### config.mk
export PLATFORM = sky130hd
export DESIGN_NAME = if_fetch
export DESIGN_NICKNAME = d
export VERILOG_FILES = /design/src/rtl/if_fetch.sv
export SDC_FILE = /design/constraint.sdc
export NUM_CORES = 1
export LEC_CHECK = 0
export CAP_MARGIN = 20
export CORE_UTILIZATION = 47
export CTS_CLUSTER_SIZE = 40
export DETAILED_ROUTE_END_ITERATION = 7
export GPL_ROUTABILITY_DRIVEN = 0
export GPL_TIMING_DRIVEN = 0
export PLACE_DENSITY = 0.77
export SKIP_LAST_GASP = 1
export SYNTH_ARGS = -nofsm -noshare
export SYNTH_HDL_FRONTEND = slang
export SYNTH_SLANG_ARGS = --single-unit
### constraint.sdc
create_clock -name clk -period 3.45 [get_ports clk]
set_input_delay 0.345 -clock clk [delete_from_list [all_inputs] [get_ports clk]]
set_output_delay 0.345 -clock clk [all_outputs]
set_load 0.02 [all_outputs]
### src/rtl/if_fetch.sv
// Instruction-fetch front end: owns the PC, issues imem requests under a credit limit and queues
// returned words for IF/ID. Define FETCH_BYPASS_EN to forward a response straight to the output when the FIFO is empty.
`timescale 1ns/1ps

`ifndef INST_NOP_OP
`define INST_NOP_OP 32'h0000_0013
`endif

module if_fetch #(
    parameter logic [31:0] RESET_PC = 32'h0000_0000,
    parameter int          DEPTH    = 2
) (
    input  logic        clk,
    input  logic        rst,
    input  logic        jump_en_i,
    input  logic [31:0] jump_addr_i,
    input  logic        hold_i,
    output logic        imem_req_o,
    output logic [31:0] imem_addr_o,
    input  logic        imem_gnt_i,
    input  logic        imem_rvalid_i,
    input  logic [31:0] imem_rdata_i,
    output logic [31:0] inst_o,
    output logic [31:0] inst_addr_o,
    output logic        inst_valid_o
);
    localparam int AW  = $clog2(DEPTH);
    localparam int CW  = AW + 1;
    localparam int CW1 = CW + 1;

    typedef struct packed {
        logic [31:0] addr;
        logic [31:0] data;
    } fetch_ent_t;

    logic [31:0]               pc_q;
    logic [CW-1:0]             outstanding, discard_cnt, fifo_count;
    logic [DEPTH-1:0][31:0]    aq_mem;
    logic [AW-1:0]             aq_wptr, aq_rptr;
    fetch_ent_t [DEPTH-1:0]    fifo_mem;
    logic [AW-1:0]             fifo_wptr, fifo_rptr;

    logic [CW1-1:0] credit_used;
    logic           grant, resp_keep, push, pop, fifo_pop, fifo_empty;
    fetch_ent_t     resp_ent, out_ent;
    logic           unused_jump_lsb;

    assign unused_jump_lsb = ^jump_addr_i[1:0];

    // Outstanding requests plus buffered words may never exceed DEPTH, so the FIFO cannot overflow.
    assign credit_used = {1'b0, outstanding} + {1'b0, fifo_count};
    assign imem_req_o  = !rst && !jump_en_i && (credit_used < CW1'(DEPTH));
    assign imem_addr_o = pc_q;
    assign grant       = imem_req_o && imem_gnt_i;

    assign fifo_empty = (fifo_count == '0);
    assign resp_keep  = imem_rvalid_i && !jump_en_i && (discard_cnt == '0);
    assign resp_ent   = '{addr: aq_mem[aq_rptr], data: imem_rdata_i};

`ifdef FETCH_BYPASS_EN
    logic bypass_hit;
    assign bypass_hit   = fifo_empty && resp_keep;
    assign out_ent      = bypass_hit ? resp_ent : fifo_mem[fifo_rptr];
    assign inst_valid_o = !jump_en_i && (!fifo_empty || bypass_hit);
    assign push         = resp_keep && !(bypass_hit && !hold_i);
`else
    assign out_ent      = fifo_mem[fifo_rptr];
    assign inst_valid_o = !jump_en_i && !fifo_empty;
    assign push         = resp_keep;
`endif

    assign pop      = inst_valid_o && !hold_i;
    assign fifo_pop = pop && !fifo_empty;

    assign inst_o      = inst_valid_o ? out_ent.data : `INST_NOP_OP;
    assign inst_addr_o = inst_valid_o ? out_ent.addr : 32'h0;

    always_ff @(posedge clk or posedge rst) begin
        if (rst) begin
            pc_q        <= RESET_PC;
            outstanding <= '0;
            discard_cnt <= '0;
            aq_wptr     <= '0;
            aq_rptr     <= '0;
            fifo_wptr   <= '0;
            fifo_rptr   <= '0;
            fifo_count  <= '0;
        end else begin
            if (jump_en_i)
                pc_q <= {jump_addr_i[31:2], 2'b00};
            else if (grant)
                pc_q <= pc_q + 32'd4;

            outstanding <= outstanding + CW'(grant) - CW'(imem_rvalid_i);

            // Everything still in flight after a redirect is stale; the address queue keeps pairing it.
            if (jump_en_i)
                discard_cnt <= outstanding - CW'(imem_rvalid_i);
            else if (imem_rvalid_i && discard_cnt != '0)
                discard_cnt <= discard_cnt - CW'(1);

            if (grant)         aq_wptr <= aq_wptr + AW'(1);
            if (imem_rvalid_i) aq_rptr <= aq_rptr + AW'(1);

            if (jump_en_i) begin
                fifo_wptr  <= '0;
                fifo_rptr  <= '0;
                fifo_count <= '0;
            end else begin
                if (push)     fifo_wptr <= fifo_wptr + AW'(1);
                if (fifo_pop) fifo_rptr <= fifo_rptr + AW'(1);
                fifo_count <= fifo_count + CW'(push) - CW'(fifo_pop);
            end
        end
    end

    always_ff @(posedge clk) begin
        if (grant) aq_mem[aq_wptr]     <= pc_q;
        if (push)  fifo_mem[fifo_wptr] <= resp_ent;
    end

    a_no_resp_when_full: assert property (@(posedge clk) disable iff (rst)
        !(imem_rvalid_i && fifo_count == CW'(DEPTH)));

endmodule

After elaboration in Yosys (flattened, before gate mapping)
Cells that the tools add are included.

word-level totals
  register bits = 234
  input bits = 70

operators by class
  reductions and logical operators = 22
  mux-type cells = 21
  order comparisons = 7
  $add $sub $neg = 12

operator list
  kind                                                      count
  two-way mux 32 bit                                        7
  two-way mux 64 bit                                        3
  bitwise mux 128 bit                                       1
  bitwise mux 64 bit                                        1
  demux 64 bit (select 1 bit)                               1
  adder 32 x 3 -> 32 bit, second input constant             1
  demux 32 bit (select 1 bit)                               1
  logical AND 1 bit                                         11
  nonzero test 2 bit                                        5
  < comparator 1 x 2 -> 1 bit, second input constant        4
  two-way mux 2 bit                                         3
  subtractor 2 x 1 -> 2 bit                                 3
  adder 1 bit, second input constant                        4
  adder 2 x 1 -> 2 bit                                      2
  logical NOT 1 bit                                         4
  logical NOT 2 bit                                         2
  two-way mux 1 bit                                         4
  adder 2 x 2 -> 3 bit                                      1
  < comparator 3 x 2 -> 1 bit, second input constant        1
  greater-or-equal comparator 1 bit, second input constant  2
  subtractor 2 x 1 -> 2 bit, second input constant          1

Depth between registers and ports, before layout
Gate-level depths: netlist of run 1.

  depth in word-level cells = 7
  depth in mapped cells = 11

Worst setup path after synthesis of run 1
No wires, ideal clock.

  path kind = input to register
  start point = input port jump_en_i
  end point = register fifo_mem[0] (netlist name) (enable)
  stages = 5
  slack = -0.617 ns
  arrival = 3.584 ns
  cells stage by stage = buf_6 -> clkinv_1 -> clkbuf_1 -> nand3_1 -> nor2_1

between the ends
  cells in the longest elaborated chain, start to end = 3

RTL lines
  item                             RTL line  RTL
  from (decl)                      15        input logic jump_en_i,
  logical NOT 1 bit                57        assign resp_keep = imem_rvalid_i && !jump_en_i && (discard_cnt == '0);
  logical AND 1 bit (2 in a row)   57
  to (signal, indexed assignment)  119       if (push) fifo_mem[fifo_wptr] <= resp_ent;
  to (decl)                        40        fetch_ent_t [DEPTH-1:0] fifo_mem;

Every way passes these cells.
A chain may end at the register's enable or synchronous reset.

Worst setup path after layout of run 1
  start point = register outstanding[0]
  end point = register outstanding[1]

between the ends
  cells in the longest elaborated chain, start to end = 6

RTL lines
  item                         RTL line  RTL
  from (decl)                  37        logic [CW-1:0] outstanding, discard_cnt, fifo_count;
  from (signal assigned)       94        outstanding <= outstanding + CW'(grant) - CW'(imem_rvalid_i);
  adder 2 x 2 -> 3 bit         51        assign credit_used = {1'b0, outstanding} + {1'b0, fifo_count};
  < comparator 3 x 2 -> 1 bit  52        assign imem_req_o = !rst && !jump_en_i && (credit_used < CW1'(DEPTH));
  logical AND 1 bit            52
  logical AND 1 bit            54        assign grant = imem_req_o && imem_gnt_i;
  adder 2 x 1 -> 2 bit *       94
  subtractor 2 x 1 -> 2 bit *  94

Every way passes the cells marked *; elsewhere a longest branch is shown, timed or not.

==> metrics, run 1 <==
Combinational Power Share around 22%; RSZ-0062 raised after global routing no; CTS buffer count 23; post-synthesis register bit count 224; Worst-Skew Late Latency 0.50 ns; sequential power share around 46%; layout cell share with drive strength beyond 1 11.7%; post-route ant nets 0; Worst setup EP type flop; critical path endpoint outstanding[1]; critical path arrival 3.60 ns; drt via density 5.35; final worst slack between 0.2 and 0.3 ns; Clock Skew roughly 0.008 ns; outcome complete, no violations; Hold Startpoint jump_en_i; core area between 15000 and 20000 µm²; cell area after placement ~11000 µm²; CTS Sinks 224; Crit Reg-Reg Endpoint outstanding[1]; maximum clock frequency around 310 MHz; 1st-iter DRT viols between 400 and 500; area of the multi-input gates approximately 2500 µm²; Ports between 150 and 200; FF/Latch Area between 6000 and 7000 µm²; Post-Layout Inst Area approximately 12000 µm²; first-pass GRT wire length ~31 mm; pre-CTS setup slack between 0.15 and 0.2 ns; Synth Instances ~620; Worst EP required around 3.9 ns; register area share after synthesis 70.9%; number of setup violations in the final report 0; GRT Total Usage between 20% and 30%; ys async rst share 17.9%; FF-to-FF path depth 11; fin crit share between 90% and 100%; # diodes 0; Pwr per Cell Area 628 nW/µm²; Cell Area, Synth ~9200 µm²; Area Growth Syn to Fin 30.6%; Crit. Startpoint outstanding[0]; Final Hold Fails 0; Synth Warn # 0; leak pwr around 4.1 nW; Syn Area/Cell ~15 µm²; CTS tree done; Synth Flop Type edfxtp_1; synth unique cells 52; largest net degree at the start of global routing 41; Post-synth EDFFs 184; r2r setup slk between 0.2 and 0.3 ns; RR Startpoint outstanding[0]; cell internal pwr approximately 5.5 mW; total of max-cap violations 0; crit path kind reg2reg; max_slew headroom between 40% and 50%; die area ~20000 µm²; WL final 20.2 mm; Clock Tree Buf Depth 3; H-tree depth 1; Die Ht 142 µm; nets 893; Sw Pwr about 2.1 mW; Peak VDD IR 0.334 mV; crit path time final between 3 and 4 ns; Worst Tran Pin Value between 0.8 and 0.9 ns; Power, Total between 7 and 8 mW; fillers about 1400; Post-DP HPWL around 14 mm; Slew Limit Fails 0; drt drc 0; vias in the first global route between 6000 and 7000; crit path launch type flop; initial antenna violation count 0; routed len/inst 18.5 µm; GRT Residual Overflow 0; port buffer count 160; Root Driver clkbuf_16; Max FO, Critical Path 11; switching part of the total between 20% and 30%; clock power share a little under a third; via count around 5800; hold crit path type in2reg; total iterations of the first detailed-routing run 5; # rows 50; clock transition at the registers of the reported paths ~0.060 ns; Initial Util 48.6%; die width around 140 µm
[cells in the final DEF (no fill, tap or decap), drive strengths merged, types with 2 or more instances in the layout]
master | netlist | routed
a221o | 2 | 2
or3 | 2 | 2
a31oi | 4 | 4
nand3 | 16 | 16
a21o | 2 | 2
xnor2 | 6 | 6
and2 | 5 | 5
clkdlybuf4s50 | 0 | 160
mux2i | 64 | 64
clkinv | 1 | 5
o311ai | 15 | 15
o221ai | 2 | 2
nor3 | 3 | 3
a21oi | 3 | 3
dfrtp | 40 | 40
buf | 16 | 20
and3 | 8 | 8
edfxtp | 184 | 184
nand2 | 47 | 47
inv | 10 | 11
nor2 | 78 | 79
conb | 1 | 4
and4 | 2 | 2
clkbuf | 15 | 50
o21ai | 18 | 18
ha | 7 | 7
o211ai | 12 | 12
mux2 | 31 | 31
xor2 | 6 | 6
nor4 | 3 | 3
nand4 | 11 | 11
[state kept, by name, indices dropped and copies added (netlist names)]
name and cells:
fifo_mem 124, aq_mem 60, imem_addr_o 30, discard_cnt 2, fifo_count 2, outstanding 2
aq_rptr 1, aq_wptr 1, fifo_rptr 1, fifo_wptr 1
[cell usage after synthesis, types with 8 or more instances]
library cell	n	area (µm²)
edfxtp_1	184	5530
nor2_1	77	289
mux2i_1	64	641
nand2_1	46	173
dfrtp_1	40	1000
mux2_2	31	349
o21ai_0	17	85.1
clkbuf_1	15	56.3
nand3_1	15	75.1
o211ai_1	12	90.1
o311ai_0	12	105
nand4_1	10	62.6
inv_1	9	33.8
and3_1	8	50.1
[per-stage QoR]
stage / util [%] / std cells / hold WS [ns] / setup TNS, ns
5_1_grt: 63.4 / 1091 / 0.371 / 0
3_3_place_gp: 58.8 / 1045 / 0.500 / -286.31
6_report: 63.4 / 1091 / 0.377 / 0
2_1_floorplan: - / 625 / 0.432 / -76.50
3_5_place_dp: 59.5 / 1049 / 0.531 / 0
4_1_cts: 63.3 / 1090 / 0.345 / 0
[layer usage]
| metal | up-vias | wire (µm) | track usage (%) |
|---|---|---|---|
| met5 | - | 0 | 0 |
| met4 | 0 | 540 | 6.96 |
| met3 | 45 | 1470 | 3.77 |
| met2 | 249 | 9970 | 34.6 |
| met1 | 2823 | 8260 | 25.6 |
| li1 | 2721 | - | - |
[how the worst min path moves through the flow]
stage | end | cells past startpoint
final | imem_addr_o[20] | 4
after global routing | imem_addr_o[5] | 4
after CTS | imem_addr_o[20] | 4
after detailed placement | outstanding[0] | 1
after global placement | aq_wptr | 1
after floorplan | aq_rptr | 1
[cells by family after synthesis]
| family | after synthesis | synth area share (%) |
|---|---|---|
| flops | 224 | 70.9 |
| simple gates | 179 | 9.19 |
| mux | 95 | 10.8 |
| compound gates | 61 | 4.66 |
| buf+inv | 42 | 2.13 |
| xor+xnor | 12 | 1.14 |
| fa+ha+maj | 8 | 1.17 |
| other cells | 1 | 0.0407 |
[worst max-delay path, cell delays in order (launching register included)]
cell and delay (ns):
dfrtp_1 0.40, and2_1 0.18, fa_1 0.51, nor4_4 0.39, and2_4 0.26, inv_2 0.07
clkbuf_1 0.33, ha_1 0.40, inv_1 0.05, ha_1 0.18, xnor2_1 0.19, xnor2_1 0.14
[cell type report]
class | instances | area share [%]
Multi-Input combinational cell | 360 | 21.1
Tap cell | 260 | 2.71
Buffer | 31 | 1.29
Timing Repair Buffer | 164 | 14.2
Sequential cell | 224 | 54.3
Inverter | 11 | 0.344
Clock buffer | 35 | 5.58
Clock inverter | 6 | 0.469
[power groups by stage]
stage | Combinational, mW | Sequential (mW) | Clock, mW
global route | 1.82 | 3.52 | 2.52
finish | 1.69 | 3.49 | 2.37
global placement | 1.60 | 3.53 | 0
detailed placement | 1.69 | 3.54 | 0
floorplan | 0.986 | 3.54 | 0
CTS | 1.71 | 3.48 | 2.40
[what timing repair did]
item	in CTS	in global routing
resized for setup	0	2
buffers inserted	0	0
hold buffers	0	0
setup endpoints to repair	0	33
Power figures use the tool's default switching activity.
==> inputs of run 2 (changes only) <==
--- a/constraint.sdc
+++ b/constraint.sdc
@@ -3,2 +3,2 @@
 set_output_delay 0.345 -clock clk [all_outputs]
-set_load 0.02 [all_outputs]
+set_load 0.005 [all_outputs]
==> run 2 against run 1 <==
Effect of this change:
- utilization about the same
- total power decreased by 2.3%
- combinational power decreased by 10%
- critical path depth unchanged
- count of clock-buffer cells in the layout unchanged
- clock skew increased by 0.00059 ns
- sequential power about the same
- clock power about the same
- setup slack improved by 0.0018 ns
- first-iteration DRC count decreased by 4.5%
- die area unchanged
- critical path type unchanged
- critical endpoint unchanged
- highest routed layer unchanged
==> metrics, run 2 (synthesized netlist as in run 1, its figures left out) <==
# rows 50 (unchanged); leak pwr 4.13 nW (about the same); Final Hold Fails 0 (unchanged); FF/Latch Area 6530 µm² (unchanged); max_slew headroom 41.0% (was 41.4%); outcome complete, no violations (unchanged); area of the multi-input gates 2530 µm² (about the same); core area 19000 µm² (unchanged); final worst slack 0.273 ns (was 0.271 ns); GRT Residual Overflow 0 (unchanged); max FFs per register 124 (unchanged); Clock Tree Buf Depth 3 (unchanged); drt drc 0 (unchanged); pre-CTS setup slack 0.166 ns (unchanged); RSZ-0062 raised after global routing no (unchanged); port buffer count 160 (unchanged); Peak VDD IR 0.332 mV (was 0.334 mV); via count 5843 (was 5838); first-pass GRT wire length 31.2 mm (unchanged); Clock Skew 0.00854 ns (was 0.00794 ns); Die Ht 142 µm (unchanged); vias in the first global route 6006 (unchanged); Slew Limit Fails 0 (unchanged); Worst Tran Pin Value 0.883 ns (was 0.879 ns); Post-Layout Inst Area 12000 µm² (about the same); FF-to-FF path depth 11 (unchanged); cell area after placement 11300 µm² (unchanged); die area 20100 µm² (unchanged); Crit path largest cell delay 0.51 ns (about the same); crit path kind reg2reg (unchanged); Initial Util 48.6% (unchanged); fin crit share 92.1% (about the same); GRT Total Usage 20.1% (unchanged); Max FO, Critical Path 11 (unchanged); Root Driver clkbuf_16 (unchanged); Setup Fix Bufs, Post-CTS 0 (unchanged); most frequent cells in the layout edfxtp_1 (184), clkdlybuf4s50_1 (160), nor2_1 (74) (unchanged); most common cell after layout, fill and taps aside edfxtp_1 (unchanged); number of setup violations in the final report 0 (unchanged); crit-path cells and2_1 > fa_1 > nor4_4 > and2_4 > inv_2 > clkbuf_1 > ha_1 > inv_1 > ha_1 > xnor2_1 > xnor2_1 (unchanged); drt via density 5.36 (was 5.35); Biggest register fifo_mem (unchanged); routed len/inst 18.5 µm (about the same); initial antenna violation count 0 (unchanged); die width 142 µm (unchanged); Min-Delay Path Depth 4 (unchanged); critical path arrival 3.60 ns (about the same); hold crit path type in2reg (unchanged); CTS Sinks 224 (unchanged); nets 893 (unchanged); total of max-cap violations 0 (unchanged); fillers 1366 (was 1364); Worst setup EP type flop (unchanged); total iterations of the first detailed-routing run 5 (unchanged); CTS tree done (unchanged); Power, Total 7.37 mW (was 7.55 mW); CTS buffer count 23 (unchanged); H-tree depth 1 (unchanged); Slowest-stage cell, CP fa_1 (unchanged); Pwr per Cell Area 614 nW/µm² (was 628 nW/µm²); Ports 168 (unchanged); layout cell share with drive strength beyond 1 11.6% (was 11.7%); Post-DP HPWL 13.8 mm (unchanged); Area Growth Syn to Fin 30.5% (was 30.6%); WL final 20.2 mm (about the same); maximum clock frequency 315 MHz (about the same); fin util 63.4% (about the same); clock transition at the registers of the reported paths 0.06 ns (about the same); post-route ant nets 0 (unchanged); largest net degree at the start of global routing 41 (unchanged); crit path time final 3.18 ns (about the same); crit path launch type flop (unchanged); # diodes 0 (unchanged); Worst-Skew Late Latency 0.50 ns (about the same); 1st-iter DRT viols 469 (was 491); Worst EP required 3.87 ns (about the same)
run 2: cell counts in the layout (fill, tap and decap cells not counted):
No cell type changed its count.
run 2: final timing paths:
check | from | to | slack (ns)
worst min register to register | outstanding[0] | outstanding[0] | 0.54
max in group asynchronous | rst | aq_rptr | 2.42
min in group asynchronous | rst | aq_wptr | 0.45
worst min-delay path | jump_en_i | imem_addr_o[20] | 0.35
worst max-delay path | outstanding[0] | outstanding[1] | 0.27
worst max register to register | outstanding[0] | outstanding[1] | 0.27
run 2: per-stage QoR:
| step | hold WS (ns) | instances | TNS [ns] |
|---|---|---|---|
| 2_1_floorplan | 0.432 | 625 | -76.50 |
| 3_3_place_gp | 0.500 | 1045 | -286.31 |
| 3_5_place_dp | 0.531 | 1049 | 0 |
| 4_1_cts | 0.345 | 1090 | 0 |
| 5_1_grt | 0.368 | 1091 | 0 |
| 6_report | 0.350 | 1091 | 0 |
run 2: cell type report:
cell class	count	area share, %
clock inverters	6	0.469
plain buffers	31	1.29
repair buffers	164	14.2
well taps	260	2.71
clock buffers	35	5.58
multi-input cells	360	21.0
flip-flops and latches	224	54.3
inverters	11	0.344
run 2: critical path, delay by kind of cell, from the launching register on:
family / cells / cell delay, ns
fa+ha+maj: 3 / 1.09
xor+xnor: 2 / 0.33
simple gates: 3 / 0.83
buf+inv: 3 / 0.44
flops: 1 / 0.40
run 2: per-layer routing:
layer	global-route usage (%)	vias to the layer above	routed length, µm	part of all wire (%)
met5	0	-	0	0
met4	6.96	0	528	2.6
met3	3.77	47	1500	7.4
met2	34.6	247	9940	49
met1	25.6	2833	8230	41
li1	-	2716	-	-
run 2: what timing repair did:
action,in CTS,in global routing
hold buffers,0,0
endpoints found under the setup margin,0,30
resized for setup,0,1
run 2: power by group:
| part | total [mW] | internal (mW) | switching, mW |
|---|---|---|---|
| logic | 1.52 | 0.775 | 0.746 |
| clock network | 2.36 | 1.41 | 0.954 |
| registers | 3.49 | 3.29 | 0.199 |
| total | 7.37 | 5.48 | 1.90 |
==> inputs of run 3 (changes only) <==
Settings changed: CELL_PAD_IN_SITES_DETAIL_PLACEMENT from default to 0, CELL_PAD_IN_SITES_GLOBAL_PLACEMENT from default to 2, CORE_UTILIZATION 47 to 33, RECOVER_POWER from default to 25.
==> run 3 against run 2 <==
Effect of this change:
- the run now ends with capacitance limit, slew limit left
- flip-flop and latch count is the same
- count of clock-buffer cells in the layout shrank 8
- first-iteration DRC count shrank 26%
- setup slack gained 0.052 ns
- cell count grew 11%
- die area grew 42%
- combinational power is essentially flat
- sequential share of layout area shrank 1.3 points
- critical path type unchanged
- highest routed layer unchanged
==> metrics, run 3 (synthesized netlist as in run 1, its figures left out) <==
Sw Pwr 2.01 mW (was 1.90 mW); routed len/inst 18.0 µm (was 18.5 µm); sequential power share 46.0% (was 47.3%); GRT Residual Overflow 0 (unchanged); r2r setup slk 0.33 ns (was 0.27 ns); pre-CTS setup slack 0.315 ns (was 0.166 ns); layout cell share with drive strength beyond 1 12.5% (was 11.6%); crit-path cells and2_1 > fa_1 > nor4_4 > and2_4 > inv_2 > clkbuf_1 > nor2_4 > buf_16 (was and2_1 > fa_1 > nor4_4 > and2_4 > inv_2 > clkbuf_1 > ha_1 > inv_1 > ha_1 > xnor2_1 > xnor2_1); total iterations of the first detailed-routing run 4 (was 5); Slew Limit Fails 36 (was 0); Peak VDD IR 0.288 mV (was 0.332 mV); initial antenna violation count 0 (unchanged); die area 28600 µm² (was 20100 µm²); Initial Util 33.9% (was 48.6%); H-tree depth 1 (unchanged); RR Startpoint fifo_count[0] (was outstanding[0]); drt drc 0 (unchanged); CTS buffer count 25 (was 23); max FFs per register 124 (unchanged); fin crit share 90.6% (was 92.1%); clock transition at the registers of the reported paths 0.06 ns (about the same); Worst EP required 3.67 ns (was 3.87 ns); Root Driver clkbuf_16 (unchanged); largest net degree at the start of global routing 36 (was 41); fillers 2535 (was 1366); nets 899 (was 893); vias in the first global route 5597 (was 6006); max_slew headroom -36.3% (was 41.0%); outcome complete, but fails checks (was complete, no violations); Pwr per Cell Area 615 nW/µm² (was 614 nW/µm²); switching part of the total 26.5% (was 25.7%); Worst-Skew Late Latency 0.52 ns (was 0.50 ns); via count 5651 (was 5843); CTS Sinks 224 (unchanged); Clock Tree Buf Depth 3 (unchanged); 1st-iter DRT viols 346 (was 469); Slowest-stage cell, CP nor2_4 (was fa_1); Final Hold Fails 0 (unchanged); Crit path largest cell delay 0.50 ns (was 0.51 ns); cell internal pwr 5.56 mW (was 5.48 mW); total of max-cap violations 1 (was 0); crit path time final 3.12 ns (was 3.18 ns); leak pwr 4.22 nW (was 4.13 nW); Area Growth Syn to Fin 33.7% (was 30.5%); Worst setup EP type flop (unchanged); failing checks capacitance limit, slew limit; maximum clock frequency 320 MHz (was 315 MHz); CTS tree done (unchanged); die width 169 µm (was 142 µm); most frequent cells in the layout edfxtp_1 (184), clkdlybuf4s50_1 (127), nor2_1 (74) (was edfxtp_1 (184), clkdlybuf4s50_1 (160), nor2_1 (74)); # rows 60 (was 50); core area 27200 µm² (was 19000 µm²); most common cell after layout, fill and taps aside edfxtp_1 (unchanged); WL final 21.8 mm (was 20.2 mm); first-pass GRT wire length 33.5 mm (was 31.2 mm); critical path arrival 3.34 ns (was 3.60 ns); port buffer count 160 (unchanged); RSZ-0062 raised after global routing no (unchanged); FF-to-FF path depth 8 (was 11); FF/Latch Area 6530 µm² (unchanged); crit path launch type flop (unchanged); Hold-fix buffers, CTS 0 (unchanged); Die Ht 169 µm (was 142 µm); final worst slack 0.325 ns (was 0.273 ns); number of setup violations in the final report 0 (unchanged); Combinational Power Share 20.4% (was 20.6%); Ports 168 (unchanged); drt via density 4.66 (was 5.36); Clock Skew 0.0128 ns (was 0.00854 ns); Crit Reg-Reg Endpoint aq_mem[25] (was outstanding[1]); GRT Total Usage 15.6% (was 20.1%); hold crit path type in2async (was in2reg); Biggest register fifo_mem (unchanged); # diodes 0 (unchanged); Max FO, Critical Path 18 (was 11); Worst Tran Pin Value 2.04 ns (was 0.883 ns); Post-DP HPWL 15.2 mm (was 13.8 mm); area of the multi-input gates 2520 µm² (was 2530 µm²); setup_tns 0 ns (unchanged); clock power share 33.6% (was 32.1%); crit path kind reg2reg (unchanged); post-route ant nets 0 (unchanged)
-- run 3: cell types whose count changed in the layout (fill, tap and decap cells not counted), sizes merged, moves of 4 or more --
cell	before	now
dlygate4sd3	0	33
clkdlybuf4s50	160	127
clkbuf	50	43
clkinv	5	15
buf	20	24
-- run 3: layer usage --
metal	share of wire (%)	track usage (%)	vias to the layer above
li1	-	-	2743
met1	44	20.6	2748
met2	49	26.5	137
met3	4.6	2.60	23
met4	1.7	4.31	0
met5	0	0	-
-- run 3: power by group through the flow --
stage	registers (mW)	clock network (mW)	logic [mW]
floorplan	3.48	0	0.871
global placement	3.55	0	1.49
detailed placement	3.54	0	1.58
CTS	3.48	2.61	1.59
global route	3.51	2.72	1.71
finish	3.48	2.54	1.54
-- run 3: what timing repair did --
action | in CTS | in global routing
resized for setup | 0 | 3
buffers inserted | 0 | 0
setup endpoints to repair | 0 | 6
-- run 3: area by class of cell --
| cell class | count | share of cell area (%) |
|---|---|---|
| sequential | 224 | 53.0 |
| clock buffer | 27 | 5.15 |
| buffer | 31 | 1.27 |
| timing repair buffer | 169 | 14.7 |
| inverter | 11 | 0.336 |
| multi-input combinational | 359 | 20.5 |
| clock inverter | 19 | 1.24 |
| tap | 372 | 3.78 |
-- run 3: worst max-delay path: cells and delay by family (launching register included) --
kind | cells | cell delay (ns)
adders and majority gates | 1 | 0.48
buffers and inverters | 3 | 0.61
DFF | 1 | 0.42
and+or+nand+nor | 4 | 1.29
-- run 3: through the flow --
| step | power [mW] | std cells | instance area, µm² | utilization (%) | hold WS [ns] |
|---|---|---|---|---|---|
| final | 7.56 | 1212 | 12300 | 45.3 | 0.248 |
| after global routing | 7.93 | 1212 | 12300 | 45.3 | 0.266 |
| after CTS | 7.69 | 1212 | 12300 | 45.3 | 0.0947 |
| after detailed placement | 5.12 | 1166 | 11500 | 42.4 | 0.524 |
| after global placement | 5.04 | 1157 | 11300 | 41.5 | 0.494 |
| after floorplan | 4.36 | 625 | 9220 | - | 0.432 |
-- run 3: worst max-delay path by stage --
stage / from / to / slack (ns) / cells past startpoint
after global placement: jump_en_i / fifo_mem[93] / -3.04 / 5
after floorplan: jump_en_i / fifo_mem[0] / -0.62 / 5
after detailed placement: outstanding[0] / aq_mem[13] / 0.31 / 8
final: fifo_count[0] / aq_mem[25] / 0.33 / 8
after global routing: fifo_count[1] / inst_o[1] / 0.14 / 6
after CTS: fifo_rptr / inst_addr_o[21] / 0.01 / 5
